==> src/rtl/stopwatch_ctrl.sv <==
// Stopwatch control FSM: run/stop/lap/clear sequencing, tick prescaler for the BCD counter
// chain, and a lap-freeze display mux.
module stopwatch_ctrl #(
  parameter int unsigned TICK_DIV = 100000
) (
  input  logic        clk,
  input  logic        reset,
  input  logic        btn_run,
  input  logic        btn_clear,
  input  logic        btn_lap,
  input  logic [31:0] watch_data,
  output logic        tc_cnt,
  output logic        cnt_clear,
  output logic [31:0] disp_data,
  output logic [1:0]  state
);

  localparam int unsigned PrescW = $clog2(TICK_DIV);
  localparam logic [PrescW-1:0] PrescMax = PrescW'(TICK_DIV - 1);

  typedef enum logic [1:0] {
    StIdle = 2'd0,
    StRun  = 2'd1,
    StStop = 2'd2,
    StLap  = 2'd3
  } state_e;

  state_e            state_q, state_d;
  logic [PrescW-1:0] presc_q, presc_d;
  logic [31:0]       lap_q, lap_d;
  logic              clr_q, clr_d;
  logic              running;
  logic              presc_wrap;

  assign running    = (state_q == StRun) || (state_q == StLap);
  assign presc_wrap = (presc_q == PrescMax);

  always_comb begin
    state_d = state_q;
    lap_d   = lap_q;
    clr_d   = 1'b0;
    presc_d = presc_q;

    unique case (state_q)
      StIdle: begin
        if (btn_run) state_d = StRun;
      end
      StRun: begin
        if (btn_run) begin
          state_d = StStop;
        end else if (btn_lap) begin
          state_d = StLap;
          lap_d   = watch_data;
        end
      end
      StLap: begin
        if (btn_run) state_d = StStop;
        else if (btn_lap) state_d = StRun;
      end
      StStop: begin
        if (btn_clear) begin
          state_d = StIdle;
          clr_d   = 1'b1;
        end else if (btn_run) begin
          state_d = StRun;
        end
      end
      default: state_d = StIdle;
    endcase

    // Prescaler only advances while time is running; a clear from STOP restarts the phase.
    if (running) begin
      presc_d = presc_wrap ? '0 : presc_q + 1'b1;
    end else if (state_q == StStop && btn_clear) begin
      presc_d = '0;
    end
  end

  always_ff @(posedge clk) begin
    if (reset) begin
      state_q <= StIdle;
      presc_q <= '0;
      lap_q   <= '0;
      clr_q   <= 1'b0;
    end else begin
      state_q <= state_d;
      presc_q <= presc_d;
      lap_q   <= lap_d;
      clr_q   <= clr_d;
    end
  end

  // Reset suppresses the tick and holds the chain cleared in the same cycle.
  assign tc_cnt    = running && presc_wrap && !reset;
  assign cnt_clear = reset || clr_q;
  assign disp_data = (state_q == StLap) ? lap_q : watch_data;
  assign state     = state_q;

endmodule

==> config.mk <==
export PLATFORM = sky130hd
export DESIGN_NAME = stopwatch_ctrl
export DESIGN_NICKNAME = d
export VERILOG_FILES = /design/src/rtl/stopwatch_ctrl.sv
export SDC_FILE = /design/constraint.sdc
export NUM_CORES = 1
export LEC_CHECK = 0
export CAP_MARGIN = 20
export CELL_PAD_IN_SITES_DETAIL_PLACEMENT = 1
export CELL_PAD_IN_SITES_GLOBAL_PLACEMENT = 2
export CORE_MARGIN = 1.5
export CORE_UTILIZATION = 28
export CTS_BUF_LIST = sky130_fd_sc_hd__clkbuf_8
export DETAILED_ROUTE_END_ITERATION = 7
export PLACE_DENSITY_LB_ADDON = 0.1
export SYNTH_ARGS = -nofsm -noshare
export SYNTH_HDL_FRONTEND = slang
export SYNTH_SLANG_ARGS = --single-unit
==> constraint.sdc <==
create_clock -name clk -period 2.7 [get_ports clk]
set_input_delay 0.54 -clock clk [delete_from_list [all_inputs] [get_ports clk]]
set_output_delay 0.54 -clock clk [all_outputs]
set_load 0.02 [all_outputs]
## Yosys cells after proc, flatten, opt, wreduce, memory -nomap -nowiden

Index checks and enable logic that the tools add are counted.

| operators by class | value |
|---|---|
| multiplexer cells | 12 |
| eq/ne operators | 6 |
| add/subtract/negate cells | 1 |
| bitwise gates (word level) | 2 |
| reductions and logical operators | 11 |

Operators by type and width:

| cell | count |
|---|---|
| 17-bit 2-to-1 mux | 3 |
| 32-bit 2-to-1 mux | 1 |
| 17-bit by 1-bit adder with 17-bit output (second input constant) | 1 |
| 17-bit equality test (second input constant) | 1 |
| 2-bit 2-to-1 mux | 6 |
| 2-bit case mux with 4 select lines | 1 |
| 3-bit != test (second input constant) | 2 |
| 2-bit equality test (second input constant) | 2 |
| 1-bit logical AND | 3 |
| 3-bit AND reduction | 1 |
| 2-bit by 1-bit equality test with 1-bit output (second input constant) | 1 |
| 2-bit zero test | 1 |
| 1-bit logical OR | 2 |
| 1-bit NOT | 2 |
| 2-bit AND reduction | 1 |
| 2-bit nonzero test | 1 |
| 2-bit OR reduction | 1 |
| 1-bit zero test | 1 |
| 1-bit 2-to-1 mux | 1 |

| storage, ports and cells | value |
|---|---|
| flip-flop bits (word level) | 52 |
| input port bits | 37 |
| output and inout port bits | 36 |
| word-level logic and storage cells | 36 |

## Longest topological paths before layout

| depth | value |
|---|---|
| depth after elaboration | 4 |
| depth in mapped cells | 7 |
| gate-level depth less buffers | 6 |

## Worst setup path after synthesis

OpenSTA, ideal clock, no wires.

| timing path | value |
|---|---|
| kind | reg2out |
| from | register presc_q[11] |
| to | output port tc_cnt |
| data required time | 2.160 ns |
| arrival | 1.640 ns |
| slack | 0.520 ns |
| stages on the path, launching flop included | 4 |
| path buffers | 0 |
| cells stage by stage | dfxtp_1 or4_1 or4_4 nor2_1 |

| between the ends | value |
|---|---|
| longest elaborated chain between the ends | 3 |

Ends and longest elaborated chain:

| what | RTL line | text |
|---|---|---|
| start, declared | 29 | `logic [PrescW-1:0] presc_q, presc_d;` |
| start signal, assigned | 87 | `presc_q <= presc_d;` |
| 17-bit equality test | 36 | `assign presc_wrap = (presc_q == PrescMax);` |
| 1-bit logical AND (2 in a row) | 94 | `assign tc_cnt = running && presc_wrap && !reset;` |
| end, declared | 12 | `output logic tc_cnt,` |

No other way between the ends.

## Final worst setup path

| timing path | value |
|---|---|
| from | register presc_q[1] |
| to | output port tc_cnt |

Same word-level chain as after synthesis.

==> PnR_summary.wiki <==
{| class="wikitable"
! Metric !! Value
|-
| Run status || finished clean
|-
| Vias || 2421
|-
| Unrepaired setup endpoints after global routing || no
|-
| Remaining antenna violation count || 0
|-
| Reported max-cap violation count || 0
|-
| Hold WC Path Type || flip-flop to flip-flop
|-
| Area share of the largest cell type after synthesis || 41.5%
|-
| Maximum root-to-sink buffer count || 2
|-
| # diodes || 0
|-
| Clk_skew || 0.0107 ns
|-
| # rows || 34
|-
| Share of power burned in combinational logic || 18.4%
|-
| Maximum number of pins on one net before global-route repair || 27
|-
| Total leakage power || 0.00124 uW
|-
| Final Max Slew Viols || 0
|-
| Clock share of power || 33.9%
|-
| Post-Syn Area || 0.00251 sq mm
|-
| Final-layout setup total negative slack || 0 ns
|-
| Clock latency of the later-clocked register in the worst-skew pair || 0.31 ns
|-
| IR Drop Worst-Case VDD || 0.206 mV
|-
| Via count normalized by instance count || 4.93
|-
| Smallest setup slack after layout || 0.204 ns
|-
| Final #Nets || 420
|-
| Number of primary I/O pins || 73
|-
| Number of clock buffers inserted by TritonCTS || 5
|-
| Most instantiated cells after synthesis || sky130_fd_sc_hd__nand2_1, sky130_fd_sc_hd__dfxtp_1, sky130_fd_sc_hd__a21oi_1
|-
| IO Port Bufs || 72
|-
| Seq pwr share || 47.7%
|-
| Post-Syn Instances || 306
|-
| Power density over the cells || 469 mW/mm^2
|-
| HPWL reported at the end of detailed placement || 5160 um
|-
| Starting density of the core || 28.8%
|-
| CP Launch Type || flip-flop
|-
| Switching power summed over all nets || 437 uW
|-
| Vias in the first global route || 2490
|-
| Number of iterations in the first detailed-routing pass || 4
|-
| Unique cell type count in the Yosys netlist || 37
|-
| Global-route usage over all layers || 15.3%
|-
| Biggest area consumer among synthesized cells || sky130_fd_sc_hd__dfxtp_1
|-
| Relative slew margins || 50.4%
|-
| Period utilization || 92.5%
|-
| Final-report hold violation count || 0
|-
| Flip-flop cell with the highest count after synthesis || sky130_fd_sc_hd__dfxtp_1
|-
| Initial antenna violation count || 0
|-
| Routed length per placed instance || 14.4 um
|-
| Total overflow reported by the global router || 0
|-
| CTS Hold Buffers Added || 0
|-
| First-pass GRT wire length || 12100 um
|-
| Crit Reg-Reg Startpoint || presc_q[1]$_SDFFE_PP0P_
|-
| Achievable frequency || 401 MHz
|-
| Capture endpoint of the worst hold path || lap_q[21]$_SDFFE_PP0P_
|-
| Number of buffers added for setup after CTS || 0
|-
| EDFF count, synth || 0
|-
| Initial detailed-routing violation count || 73
|-
| Die Wd || 97.7 um
|-
| Area delta synth->final || 41.0%
|-
| Post-route DRC violation count || 0
|-
| Total of flip-flops plus latches after synthesis || 52
|-
| Biggest area contributors in the synthesized netlist || sky130_fd_sc_hd__dfxtp_1, sky130_fd_sc_hd__mux2_2, sky130_fd_sc_hd__nand2_1
|-
| # H-tree levels || 2
|-
| Fraction of power spent switching nets || 26.3%
|-
| Buffer cell driving the clock tree root || sky130_fd_sc_hd__clkbuf_8
|-
| Synth async-reset ratio || 0%
|-
| Syn_nets || 344
|-
| Count of filler cells inserted in the layout || 1048
|-
| Worst setup path category || flip-flop to output pin
|-
| Hold path startpoint || lap_q[21]$_SDFFE_PP0P_
|-
| CTS tree || built
|-
| Endpoint required time on the critical path || 2.16 ns
|-
| Critical R2R Capture || presc_q[5]$_SDFFE_PP0P_
|-
| Worst slack, placed || 0.102 ns
|-
| Count of warnings emitted by yosys || 0
|-
| Critical path capture point type || output pin
|-
| Number of sinks handled by clock tree synthesis || 52
|-
| Crit Path Max Fanout || 4
|-
| Die Y-Extent || 97.7 um
|-
| Avg Cell Area, Syn || 8.20 sq um
|-
| Hold Path Stages || 2
|-
| Internal cell power || 1220 uW
|-
| Total Die Area || 0.00954 sq mm
|-
| Top-count cell post-synth || sky130_fd_sc_hd__nand2_1
|-
| Floorplan core area || 0.00872 sq mm
|-
| Share of layout cells above drive strength 1 || 16.4%
|-
| Number of cells on the worst reg-to-reg path || 7
|-
| Clock-pin slew on the worst setup and hold paths || 0.10 ns
|-
| Total wire length || 7090 um
|-
| Routability congestion estimate || 0.752
|-
| # setup viols final || 0
|-
| Shortest period the worst path allows || 2.50 ns
|-
| Transition at the pin with the smallest max-transition slack || 0.737 ns
|-
| Minimum setup slack among reg-to-reg paths || 0.55 ns
|-
| Critical path data arrival time || 1.96 ns
|-
| Sequential fraction of the synthesis area || 41.5%
|}
[cells in the final DEF, fill, tap and decap left out, types with 2 or more instances in the layout]
master / netlist / routed
sky130_fd_sc_hd__clkinv_4: 0 / 2
sky130_fd_sc_hd__buf_12: 0 / 2
sky130_fd_sc_hd__o21ai_0: 11 / 11
sky130_fd_sc_hd__nand3_1: 6 / 6
sky130_fd_sc_hd__nand3b_1: 4 / 4
sky130_fd_sc_hd__mux2_2: 33 / 33
sky130_fd_sc_hd__nor2b_1: 4 / 4
sky130_fd_sc_hd__nor4_1: 2 / 2
sky130_fd_sc_hd__xor2_1: 2 / 2
sky130_fd_sc_hd__a31oi_1: 7 / 7
sky130_fd_sc_hd__clkdlybuf4s50_1: 0 / 70
sky130_fd_sc_hd__nor3_1: 7 / 7
sky130_fd_sc_hd__nand2b_1: 4 / 4
sky130_fd_sc_hd__a21oi_1: 39 / 39
sky130_fd_sc_hd__or4_1: 2 / 2
sky130_fd_sc_hd__a22o_1: 2 / 2
sky130_fd_sc_hd__nor2_1: 12 / 12
sky130_fd_sc_hd__dfxtp_1: 52 / 52
sky130_fd_sc_hd__nand4_1: 5 / 5
sky130_fd_sc_hd__nand2_1: 78 / 78
sky130_fd_sc_hd__clkbuf_8: 0 / 5
sky130_fd_sc_hd__buf_4: 0 / 14
[sequential cells by signal, indices dropped and copies added, names as in the netlist]
signal,count
presc_q,17
state,2
clr_q,1
lap_q,32
[worst max-delay path by stage]
stage / to / start
final: tc_cnt / presc_q[1]$_SDFFE_PP0P_
after global routing: tc_cnt / presc_q[1]$_SDFFE_PP0P_
after global placement: tc_cnt / presc_q[1]$_SDFFE_PP0P_
after floorplan: tc_cnt / presc_q[11]$_SDFFE_PP0P_
after CTS: tc_cnt / presc_q[1]$_SDFFE_PP0P_
after detailed placement: tc_cnt / presc_q[1]$_SDFFE_PP0P_
[per-layer routing]
layer / vias to the layer above / GRT usage, % / part of all wire [%]
li1: 1220 / - / -
met1: 1148 / 20.3 / 50
met2: 48 / 25.2 / 45
met4: 0 / 4.29 / 1.0
met3: 5 / 3.24 / 4.4
met5: - / 0 / 0
[power groups by stage]
stage | Clock [uW] | Combinational [uW] | Sequential, uW
global placement | 0 | 306 | 809
floorplan | 0 | 149 | 811
finish | 563 | 305 | 792
CTS | 585 | 310 | 792
global route | 611 | 331 | 795
detailed placement | 0 | 308 | 810
[through the flow]
stage,hold slack [ns],cells,utilization (%),total power (uW),cell area [sq um]
floorplan,0.434,306,-,960,2510
global placement,0.439,483,39.3,1120,3430
detailed placement,0.448,483,39.3,1120,3430
CTS,0.463,491,40.6,1690,3540
global route,0.482,491,40.6,1740,3540
finish,0.459,491,40.6,1660,3540
[critical path, cell delays in order, from the launching register on]
cell	delay [ns]
sky130_fd_sc_hd__dfxtp_1	0.39
sky130_fd_sc_hd__ha_1	0.24
sky130_fd_sc_hd__nand4_1	0.17
sky130_fd_sc_hd__or4_4	0.57
sky130_fd_sc_hd__nor2_1	0.11
sky130_fd_sc_hd__clkbuf_2	0.17
[logic make-up after synthesis]
kind of cell | after synthesis | synth area share, %
simple gates | 133 | 24.7
compound gates | 63 | 13.8
flops | 52 | 41.5
mux | 34 | 15.2
buf+inv | 20 | 3.29
xor+xnor | 3 | 1.05
fa+ha+maj | 1 | 0.498
[area by class of cell]
| type | count | area (sq um) | share of cell area, % |
|---|---|---|---|
| inverter | 1 | 3.75 | 0.106 |
| tap | 108 | 135 | 3.82 |
| clock buffer | 5 | 68.8 | 1.94 |
| sequential | 52 | 1040 | 29.4 |
| multi-input combinational | 234 | 1390 | 39.2 |
| clock inverter | 3 | 47.5 | 1.34 |
| timing repair buffer | 88 | 856 | 24.2 |
[what timing repair did]
| item | in CTS | in global routing |
|---|---|---|
| gates resized for setup | 1 | 2 |
| endpoints found under the setup margin | 1 | 1 |
| endpoints found under the hold margin | 0 | 0 |
Power figures use the tool's default switching activity.
